<file path="src/rtl/bnn_layer_engine.sv">
// Single fully-connected binary layer: XNOR-popcount per neuron over banked word memories,
// threshold each neuron, pack WORD neuron bits per output word and write back.
module bnn_layer_engine #(
  parameter int WORD       = 8,
  parameter int W_ADDR_LEN = 20,
  parameter int W_SEL_LEN  = 2,
  parameter int X_ADDR_LEN = 10,
  parameter int X_SEL_LEN  = 2,
  parameter int ACC_W      = 16
) (
  input  logic                  clk,
  input  logic                  rst_n,
  input  logic                  start,
  input  logic [X_ADDR_LEN-1:0] in_words,
  input  logic [X_ADDR_LEN-1:0] n_out,
  input  logic [ACC_W-1:0]      thresh,
  input  logic [X_SEL_LEN-1:0]  src_sel,
  input  logic [X_SEL_LEN-1:0]  dst_sel,
  input  logic [W_SEL_LEN-1:0]  wbank,
  output logic                  busy,
  output logic                  done,
  output logic [W_ADDR_LEN-1:0] w_addr,
  output logic [W_SEL_LEN-1:0]  w_sel,
  input  logic [WORD-1:0]       w_data,
  output logic [X_ADDR_LEN-1:0] x_addr,
  output logic [X_SEL_LEN-1:0]  x_sel,
  input  logic [WORD-1:0]       x_rdata,
  output logic [WORD-1:0]       x_wdata,
  output logic                  x_we,
  output logic [2:0]            dbg_state
);

  localparam int LOGW = $clog2(WORD);

  typedef enum logic [2:0] {
    S_IDLE  = 3'd0,
    S_RUN   = 3'd1,
    S_ACC   = 3'd2,
    S_WRITE = 3'd3,
    S_DONE  = 3'd4
  } state_t;

  state_t state_q, state_d;

  logic [X_ADDR_LEN-1:0] iw_q, nout_q, k_q, j_q;
  logic [ACC_W-1:0]      thresh_q, acc_q;
  logic [X_SEL_LEN-1:0]  src_q, dst_q;
  logic [W_SEL_LEN-1:0]  wbank_q;
  logic [W_ADDR_LEN-1:0] w_addr_q;
  logic [WORD-1:0]       pack_q;
  logic                  rd_valid_q;

  logic                  last_word, last_neuron, word_full, degenerate;
  logic [WORD-1:0]       xnor_w;
  logic [ACC_W-1:0]      match_cnt, acc_sum;
  logic                  neuron_bit;

  assign last_word   = (k_q == iw_q - 1'b1);
  assign last_neuron = (j_q == nout_q - 1'b1);
  assign word_full   = (j_q[LOGW-1:0] == LOGW'(WORD - 1));
  assign degenerate  = (in_words == '0) || (n_out == '0);

  // Read data lags its issue by one cycle, so rd_valid_q marks cycles carrying a word to absorb.
  always_comb begin
    xnor_w    = ~(x_rdata ^ w_data);
    match_cnt = '0;
    for (int i = 0; i < WORD; i++) begin
      match_cnt = match_cnt + ACC_W'(xnor_w[i]);
    end
    acc_sum    = acc_q + (rd_valid_q ? match_cnt : '0);
    neuron_bit = (acc_sum >= thresh_q);
  end

  always_ff @(posedge clk or negedge rst_n) begin
    if (!rst_n) state_q <= S_IDLE;
    else        state_q <= state_d;
  end

  always_comb begin
    state_d = state_q;
    case (state_q)
      S_IDLE:  if (start) state_d = degenerate ? S_DONE : S_RUN;
      S_RUN:   if (last_word) state_d = S_ACC;
      S_ACC:   state_d = (word_full || last_neuron) ? S_WRITE : S_RUN;
      S_WRITE: state_d = last_neuron ? S_DONE : S_RUN;
      S_DONE:  state_d = S_IDLE;
      default: state_d = S_IDLE;
    endcase
  end

  always_comb begin
    busy      = (state_q != S_IDLE);
    done      = (state_q == S_DONE);
    x_we      = (state_q == S_WRITE);
    x_addr    = (state_q == S_WRITE) ? X_ADDR_LEN'(j_q >> LOGW) : k_q;
    x_sel     = (state_q == S_WRITE) ? dst_q : src_q;
    x_wdata   = pack_q;
    w_addr    = w_addr_q;
    w_sel     = wbank_q;
    dbg_state = state_q;
  end

  // w_addr_q advances only when another issue follows, so it holds the last issued address outside RUN.
  always_ff @(posedge clk or negedge rst_n) begin
    if (!rst_n) begin
      iw_q       <= '0;
      nout_q     <= '0;
      thresh_q   <= '0;
      src_q      <= '0;
      dst_q      <= '0;
      wbank_q    <= '0;
      k_q        <= '0;
      j_q        <= '0;
      w_addr_q   <= '0;
      acc_q      <= '0;
      pack_q     <= '0;
      rd_valid_q <= 1'b0;
    end else begin
      rd_valid_q <= (state_q == S_RUN);
      case (state_q)
        S_IDLE: begin
          if (start) begin
            iw_q     <= in_words;
            nout_q   <= n_out;
            thresh_q <= thresh;
            src_q    <= src_sel;
            dst_q    <= dst_sel;
            wbank_q  <= wbank;
            k_q      <= '0;
            j_q      <= '0;
            acc_q    <= '0;
            pack_q   <= '0;
            if (!degenerate) w_addr_q <= '0;
          end
        end
        S_RUN: begin
          acc_q <= acc_sum;
          if (last_word) begin
            k_q <= '0;
          end else begin
            k_q      <= k_q + 1'b1;
            w_addr_q <= w_addr_q + 1'b1;
          end
        end
        S_ACC: begin
          acc_q                  <= '0;
          pack_q[j_q[LOGW-1:0]] <= neuron_bit;
          if (!(word_full || last_neuron)) begin
            j_q      <= j_q + 1'b1;
            w_addr_q <= w_addr_q + 1'b1;
          end
        end
        S_WRITE: begin
          pack_q <= '0;
          if (!last_neuron) begin
            j_q      <= j_q + 1'b1;
            w_addr_q <= w_addr_q + 1'b1;
          end
        end
        default: ;
      endcase
    end
  end

endmodule

</file>
<file path="config.mk">
export PLATFORM = sky130hd
export DESIGN_NAME = bnn_layer_engine
export DESIGN_NICKNAME = d
export VERILOG_FILES = /design/src/rtl/bnn_layer_engine.sv
export SDC_FILE = /design/constraint.sdc
export NUM_CORES = 1
export LEC_CHECK = 0
export ABC_AREA = 1
export BUFFER_PORTS_ARGS = -buffer_cell sky130_fd_sc_hd__buf_4
export CAP_MARGIN = 20
export CORE_AREA = 5 5 169 106
export DETAILED_ROUTE_END_ITERATION = 6
export DIE_AREA = 0 0 174 111
export MAX_ROUTING_LAYER = met4
export PLACE_DENSITY = 0.7
export SETUP_SLACK_MARGIN = 0.5
export SLEW_MARGIN = 25
export SYNTH_ARGS = -nofsm -noshare
export SYNTH_HDL_FRONTEND = slang
export SYNTH_SLANG_ARGS = --single-unit
</file>
<file path="constraint.sdc">
create_clock -name clk -period 2.9 [get_ports clk]
set_input_delay 0.58 -clock clk [delete_from_list [all_inputs] [get_ports clk]]
set_output_delay 0.58 -clock clk [all_outputs]
set_load 0.005 [all_outputs]
</file>
==> flow_summary.ini, run 1 <==
[sta]
slew_viol_final = 0
hold_violations = 0
tightest_slew_ns = 0.862
max_freq_ghz = 0.188
setup_viol = 24
relSlewSlack_pct = 42.4
finClkSkew_ns = 0.00693
setup_ws_ns = -2.43
finalCritPeriodShare_pct = 184
layout_min_cycle_time_ns = 5.33
rsz0062_at_grt = true

[finish]
nNetsFinal = 1209
drive_gt1_share_pct = 23.3
syn_to_final_growth_pct = 28.4
antenna_cells = 0
fin_area_um2 = 9190
multi_input_area_um2 = 4200
seqCellArea_um2 = 2750
nFillCells = 1504

[routing]
wl_um = 20200
via_count = 6871
drtAntennaViolNets = 0
viasPerCell = 5.18
wire_per_inst_um = 15.2
dr.pass1.iters = 6
route.detailed.drc = 0
drt_iter0_markers = 639

[floorplanning]
row_count = 36
dieArea_um2 = 19300
coreArea_um2 = 16000
die_x_um = 174
io_pins = 109
initial_utilization_pct = 44.6
die_y_um = 111

[power_and_ir_drop]
p_leak_nw = 4.63
vdd_ir_drop_max_uv = 463
power.density_nw_per_um2 = 957

[synthesis]
synth_top_cells_by_area = dfrtp_1 38%, nand2_1 15%, inv_1 6.2%
yosys_warnings = 0
synth.top_cell.area_share_pct = 38.4
ys_ff_latch = 110
syn_area_um2 = 7160
synth_area_leader_cell = dfrtp_1
synthCells = 979
seq_area_frac_synth_pct = 38.4
synth_cell_types = 34
synth_area_per_cell_um2 = 7.31
synth_nets = 1074

[clock_network]
clk_pin_slew_ns = 0.07
ctsHoldBuffers = 0
clk_latency_ns = 0.36
tritoncts = done
cts-root-buf = clkbuf_16
h-tree-depth = 3
numCtsBuffers = 9
clock_sinks = 110
cts_buffer_depth = 2

[global_routing]
gr-total-overflow = 0
grt_first_pass_wirelength_um = 32700
grt_max_degree = 70
antenna_found_initial = 0
grt.total_usage_pct = 20.8
grt_pass1_vias = 6487

[worst_setup_path]
worstPathArrival_ns = 5.57
worst_setup_path_start_kind = input pin
r2r_cells = 20
crit_type = input pin to register
reg2reg_slack_ns = -0.38
r2r-start = rd_valid_q
path_max_fanout = 8
critPathRequiredTime_ns = 3.15
rr_endpoint = x_wdata[5]
cp-end-kind = register

[worst_hold_path]
min_path_type = input pin to async pin

[placement]
dp_hpwl_um = 14700
dp_slack_ns = -2.88
port_buffers = 108
dpl_cell_area_um2 = 8380
routabilityCongestion = 0.899

[outcome]
violations = negative setup slack
status = complete, but fails checks

[run]
drv_cap = 0
through the flow:
step	hold slack, ns	setup TNS [ns]	util (%)	power [mW]	instances
2_1_floorplan	0.284	-36.01	-	5.38	979
3_3_place_gp	0.456	-45.24	52.2	6.62	1294
4_1_cts	0.159	-35.68	55.5	8.42	1319
3_5_place_dp	0.459	-47.09	52.2	6.79	1294
6_report	0.149	-37.58	57.3	8.79	1327
5_1_grt	0.184	-41.76	57.3	9.56	1327
repair_timing:
item,4_1_cts,5_1_grt
setup endpoints to repair,58,71
gates cloned,0,2
gates resized for setup,42,49
endpoints found under the hold margin,0,0
buffers inserted,10,6
pin swaps,21,17
cell type report:
cell class,count,share of cell area (%)
flip-flops and latches,110,30.0
repair buffers,152,13.3
multi-input cells,718,45.7
clock buffers,11,2.75
clock inverters,4,0.340
well taps,209,2.85
inverters,123,5.05
how the worst max path moves through the flow:
stage,startpoint,end,slack (ns),cells past startpoint
after floorplan,w_data[0],x_wdata[0],-2.33,25
after global placement,w_data[0],x_wdata[1],-2.77,28
after detailed placement,w_data[0],x_wdata[5],-2.88,28
after CTS,x_rdata[0],x_wdata[0],-2.33,28
after global routing,w_data[0],x_wdata[5],-2.68,28
final,w_data[0],x_wdata[5],-2.43,28
layer usage:
metal  track usage [%]  part of all wire [%]  vias up
li1                  -                     -     3405
met1              30.0                    49     3279
met2              31.1                    44      171
met3              3.41                   5.1       16
met4              4.32                   1.1        0
met5                 -                     0        -
where the power goes:
group	total [mW]	internal [mW]	switching (mW)
clock network	1.22	0.631	0.587
registers	2.62	2.06	0.556
logic	4.96	2.18	2.77
total	8.79	4.88	3.92
placed cells by master (no fill, tap or decap), types with 21 or more instances in the layout:
master / synthesis / final
nand2_1: 294 / 281
buf_4: 4 / 138
dfrtp_1: 110 / 110
inv_1: 119 / 109
nor2_1: 77 / 70
nand3_1: 69 / 64
o21ai_0: 65 / 54
xor2_1: 43 / 38
ha_1: 29 / 23
nand4_1: 21 / 21
cell families (layout without fill, tap and decap cells):
logic type                 Yosys count  in the layout  share of synthesized area, %
AOI/OAI and AO/OA                  111            111                          8.25
adders and majority gates           34             34                          6.47
DFF                                110            110                          38.4
and+or+nand+nor                    514            516                          31.0
xor gates and xnor gates            57             57                          6.97
buffers and inverters              153            290                          8.90
synthesized netlist by cell type:
| master | count |
|---|---|
| or2_2 | 5 |
| buf_4 | 4 |
| nor2_1 | 77 |
| a31oi_1 | 1 |
| fa_1 | 5 |
| nand2_1 | 294 |
| nor2_2 | 9 |
| o21a_1 | 1 |
| inv_1 | 119 |
| nor3_2 | 1 |
| and2_1 | 2 |
| nor4_1 | 8 |
| xor2_1 | 43 |
| nand3_1 | 69 |
| nand2_2 | 3 |
| nor3b_1 | 1 |
| nor4_4 | 1 |
| clkbuf_1 | 11 |
| buf_1 | 2 |
| a21oi_1 | 22 |
| buf_6 | 5 |
| nand4_1 | 21 |
| xnor2_1 | 14 |
| o21bai_1 | 1 |
| buf_2 | 8 |
| nor3_1 | 16 |
| o311ai_1 | 1 |
| clkinv_1 | 4 |
| nand3_2 | 3 |
| ha_1 | 29 |
| o21ai_0 | 65 |
| o22ai_1 | 20 |
| nand3b_1 | 4 |
| dfrtp_1 | 110 |
critical path: stages:
cell and delay (ns):
buf_8 0.10, xnor2_4 0.13, fa_1 0.54, inv_2 0.04
fa_1 0.45, fa_1 0.51, inv_2 0.04, ha_4 0.15
fa_2 0.33, o21ai_1 0.12, a21oi_1 0.05, ha_1 0.37
a21oi_2 0.16, nand2_2 0.09, a21oi_4 0.20, nor2_4 0.06
buf_4 0.14, buf_6 0.11, xor2_2 0.14, inv_1 0.07
ha_1 0.29, a21oi_1 0.19, o21ai_2 0.12, o21bai_4 0.18
o311ai_4 0.11, buf_6 0.15, nand3_1 0.07, nand2_1 0.06
sequential cells by signal, summed over array words and instances (netlist names):
register and flops:
w_addr 20, x_wdata 8, acc_q 16, j_q 10, dst_q 2, rd_valid_q 1, nout_q 10, iw_q 10
w_sel 2, src_q 2, thresh_q 16, k_q 10, dbg_state 3
Power figures use the tool's default switching activity.
==> run 2: changes to the inputs <==
Settings changed: MAX_ROUTING_LAYER met4 to not set, TNS_END_PERCENT set to 5.
==> run 2 against run 1 <==
The run still ends with negative setup slack left; cell count did not move; sequential share of layout area increased by 0.59 points; clock power about the same; non-clock buffer count is 1 higher; largest cell class unchanged; highest routed layer unchanged.
==> flow_summary.ini, run 2 (synthesis results as in run 1) <==
[sta]
hold_violations = 0
layout_min_cycle_time_ns = 5.33
rsz0062_at_grt = true
slew_viol_final = 0
relSlewSlack_pct = 44.5
finClkSkew_ns = 0.00914
max_freq_ghz = 0.188
setup_viol = 24
setup_ws_ns = -2.43
setup_tns_ns = -38.18
tightest_slew_ns = 0.829
finalCritPeriodShare_pct = 184

[finish]
fin_area_um2 = 9010
largest_reg_flops = 20
drive_gt1_share_pct = 22.1
mostFrequentLayoutCell = nand2_1
layout_common_cells = 284 x nand2_1, 147 x buf_4, 111 x inv_1
instances_no_fill = 1327
antenna_cells = 0
fin_util_pct = 56.2
syn_to_final_growth_pct = 25.9
nNetsFinal = 1208

[worst_setup_path]
critical_path.slowest_cell = fa_1
critPathRequiredTime_ns = 3.16
crit_type = input pin to register
cpMostUsedCell = buf_4
cp-end-kind = register
worstPathArrival_ns = 5.59
path_max_fanout = 4
worst_setup_path_start_kind = input pin
worst_path_largest_cell_delay_ns = 0.55

[routing]
viasPerCell = 5.07
via_count = 6733
route.detailed.drc = 0
dr.pass1.iters = 5
drtAntennaViolNets = 0
wl_um = 19600
wire_per_inst_um = 14.8
drt_iter0_markers = 560

[clock_network]
tritoncts = done
clk_pin_slew_ns = 0.08
clk_latency_ns = 0.35
cts_buffer_depth = 2
numCtsBuffers = 9
clock_sinks = 110
h-tree-depth = 3
cts-root-buf = clkbuf_16
ctsHoldBuffers = 0

[global_routing]
grt_max_degree = 70
gr-total-overflow = 0
antenna_found_initial = 0
grt.total_usage_pct = 20.2
grt_first_pass_wirelength_um = 32700
grt_pass1_vias = 6475

[floorplanning]
die_x_um = 174
coreArea_um2 = 16000
io_pins = 109
row_count = 36
die_y_um = 111
dieArea_um2 = 19300
initial_utilization_pct = 44.6

[run]
drv_cap = 0

[placement]
dpl_cell_area_um2 = 8340
dp_cells = 1294
port_buffers = 108
dp_hpwl_um = 14500
dp_slack_ns = -2.87
routabilityCongestion = 0.904

[outcome]
status = complete, but fails checks
violations = negative setup slack

[power_and_ir_drop]
power.density_nw_per_um2 = 935
vdd_ir_drop_max_uv = 408
p_leak_nw = 4.58

[worst_hold_path]
min_path_type = input pin to async pin
## run 2: timing repair
action	CTS	global route
pin swaps	18	14
setup endpoints to repair	46	69
buffers inserted	13	4
gates resized for setup	36	31
## run 2: metal layers
| metal | GRT usage, % | routed length [µm] | vias up |
|---|---|---|---|
| li1 | - | - | 3396 |
| met1 | 30.8 | 9800 | 3151 |
| met2 | 30.3 | 8550 | 174 |
| met3 | 4.09 | 1100 | 12 |
| met4 | 3.22 | 134 | 0 |
| met5 | 0 | 0 | - |
## run 2: area by class of cell
type | instances | area (µm²)
fill | 1473 | 7020
multi-input combinational | 716 | 4050
sequential | 110 | 2750
timing repair buffer | 153 | 1200
inverter | 123 | 462
tap | 209 | 262
clock buffer | 12 | 256
clock inverter | 4 | 30.0
## run 2: final timing paths
check / depth (start not counted) / endpoint / from / slack [ns]
worst min-delay path: 1 / iw_q[0] / rst_n / 0.24
worst max-delay path: 31 / acc_q[11] / x_rdata[0] / -2.43
worst min register to register: 2 / dst_q[0] / dst_q[0] / 0.48
max in group asynchronous: 2 / w_addr[5] / rst_n / 1.96
min in group clk: 3 / w_sel[1] / wbank[1] / 0.43
worst max register to register: 23 / x_wdata[0] / rd_valid_q / -0.45
## run 2: worst max-delay path, delay by kind of cell
kind / cells / cell delay (ns)
adders and majority gates: 6 / 2.34
xor gates and xnor gates: 1 / 0.13
and+or+nand+nor: 8 / 0.93
buffers and inverters: 12 / 1.28
AOI/OAI and AO/OA: 4 / 0.33
## run 2: power breakdown
part	internal [mW]	switching, mW	total, mW	leakage (nW)
clock network	0.635	0.577	1.21	0.139
logic	2.03	2.57	4.60	3.04
registers	2.06	0.551	2.62	1.40
## run 2: metrics by stage
step                      hold slack, ns  total power, mW
after floorplan                    0.284             5.35
after global placement             0.458             6.60
after detailed placement           0.466             6.72
after CTS                          0.253             8.22
after global routing               0.282             9.22
final                              0.241             8.43
==> run 3: changes to the inputs <==
Settings changed: CTS_BUF_LIST set to sky130_fd_sc_hd__clkbuf_8, SKIP_LAST_GASP set to 1.
==> run 3 against run 2 <==
The run still ends with negative setup slack left; critical path depth unchanged; clock power shrank 25%; wire length is 0.31% higher; worst hold slack got worse by 0.032 ns; total power decreased by 4.3%; largest cell class unchanged; largest power group unchanged.
==> flow_summary.ini, run 3 (synthesis results as in run 1) <==
[worst_setup_path]
worstPathArrival_ns = 5.65
crit_type = input pin to register
path_max_fanout = 4
r2r_cells = 21
cp-end-kind = register
cp_num_cells = 31
worst_path_largest_cell_delay_ns = 0.55
critPathRequiredTime_ns = 3.19
cp_top_family = adder cells
worst_setup_path_start_kind = input pin
critPathBufInv = 12
critical_path.slowest_cell = fa_1
cpMostUsedCell = buf_4

[sta]
layout_min_cycle_time_ns = 5.36
finalCritPeriodShare_pct = 185
hold_violations = 0
max_freq_ghz = 0.186
setup_tns_ns = -38.56
setup_ws_ns = -2.46
slew_viol_final = 0
relSlewSlack_pct = 43.5
tightest_slew_ns = 0.846
finClkSkew_ns = 0.0121
fin_hold_ws_ns = 0.209
setup_viol = 24
rsz0062_at_grt = true

[global_routing]
gr-total-overflow = 0
grt.total_usage_pct = 20.2
grt_pass1_vias = 6481
grt_max_degree = 70
antenna_found_initial = 0
grt_first_pass_wirelength_um = 32700

[power_and_ir_drop]
total_power_mw = 8.07
p_leak_nw = 4.52
power.density_nw_per_um2 = 914
vdd_ir_drop_max_uv = 416

[routing]
wire_per_inst_um = 14.8
wl_um = 19600
viasPerCell = 5.09
route.detailed.drc = 0
via_count = 6761
drt_iter0_markers = 580
dr.pass1.iters = 5
drtAntennaViolNets = 0

[finish]
drive_gt1_share_pct = 20.6
largest_reg_flops = 20
instances_no_fill = 1328
mostFrequentLayoutCell = nand2_1
fin_area_um2 = 8830
layout_common_cells = 288 x nand2_1, 150 x buf_4, 115 x inv_1
antenna_cells = 0
nNetsFinal = 1209
syn_to_final_growth_pct = 23.3
fin_util_pct = 55.0

[floorplanning]
io_pins = 109
die_y_um = 111
row_count = 36
initial_utilization_pct = 44.6
die_x_um = 174
coreArea_um2 = 16000
dieArea_um2 = 19300

[placement]
dp_slack_ns = -2.87
dpl_cell_area_um2 = 8340
port_buffers = 108
routabilityCongestion = 0.904
dp_cells = 1294
dp_hpwl_um = 14500

[clock_network]
clk_latency_ns = 0.37
numCtsBuffers = 9
cts_buffer_depth = 2
tritoncts = done
clock_sinks = 110
h-tree-depth = 3
clk_pin_slew_ns = 0.11
cts-root-buf = clkbuf_8
ctsHoldBuffers = 0

[outcome]
status = complete, but fails checks
violations = negative setup slack

[worst_hold_path]
min_path_type = input pin to async pin

[run]
drv_cap = 0
-- run 3: changes by cell type in the layout (fill, tap and decap cells not counted), moves of 4 or more --
cell and delta:
nand2_2 -4, clkbuf_16 -9, inv_1 +4, nand2_1 +4, clkbuf_8 +9, o21ai_1 -6
o21ai_0 +7
-- run 3: area by class of cell --
| type | instances | area [µm²] |
|---|---|---|
| inverters | 123 | 462 |
| multi-input cells | 716 | 3970 |
| fillers | 1499 | 7210 |
| clock buffers | 11 | 151 |
| flip-flops and latches | 110 | 2750 |
| clock inverters | 5 | 33.8 |
| well taps | 209 | 262 |
| repair buffers | 154 | 1190 |
-- run 3: metal layers --
metal  share of wire [%]  wire length [µm]  vias up  track usage (%)
met5                   0                 0        -                0
met4                0.93               183        0             3.27
met3                 5.7              1120       15             4.23
met2                  43              8490      181             29.9
met1                  50              9840     3171             30.9
li1                    -                 -     3394                -
-- run 3: worst paths after layout --
check | end | slack (ns) | startpoint
min in group clk | w_sel[1] | 0.40 | wbank[1]
min | iw_q[0] | 0.21 | rst_n
max in group asynchronous | w_addr[5] | 2.00 | rst_n
min reg2reg | dst_q[0] | 0.48 | dst_q[0]
max | acc_q[11] | -2.46 | w_data[0]
max reg2reg | x_wdata[2] | -0.42 | rd_valid_q
-- run 3: timing repair --
item,in CTS,in global routing
setup buffers,16,2
gates resized for setup,17,20
pin swaps,14,12
hold endpoints to repair,0,0
endpoints found under the setup margin,48,75
-- run 3: power by group --
part           internal, mW  switching, mW  leakage (nW)
clock network         0.361          0.544        0.0971
registers              2.06          0.549          1.40
logic                  2.00           2.55          3.02
total                  4.42           3.64          4.52
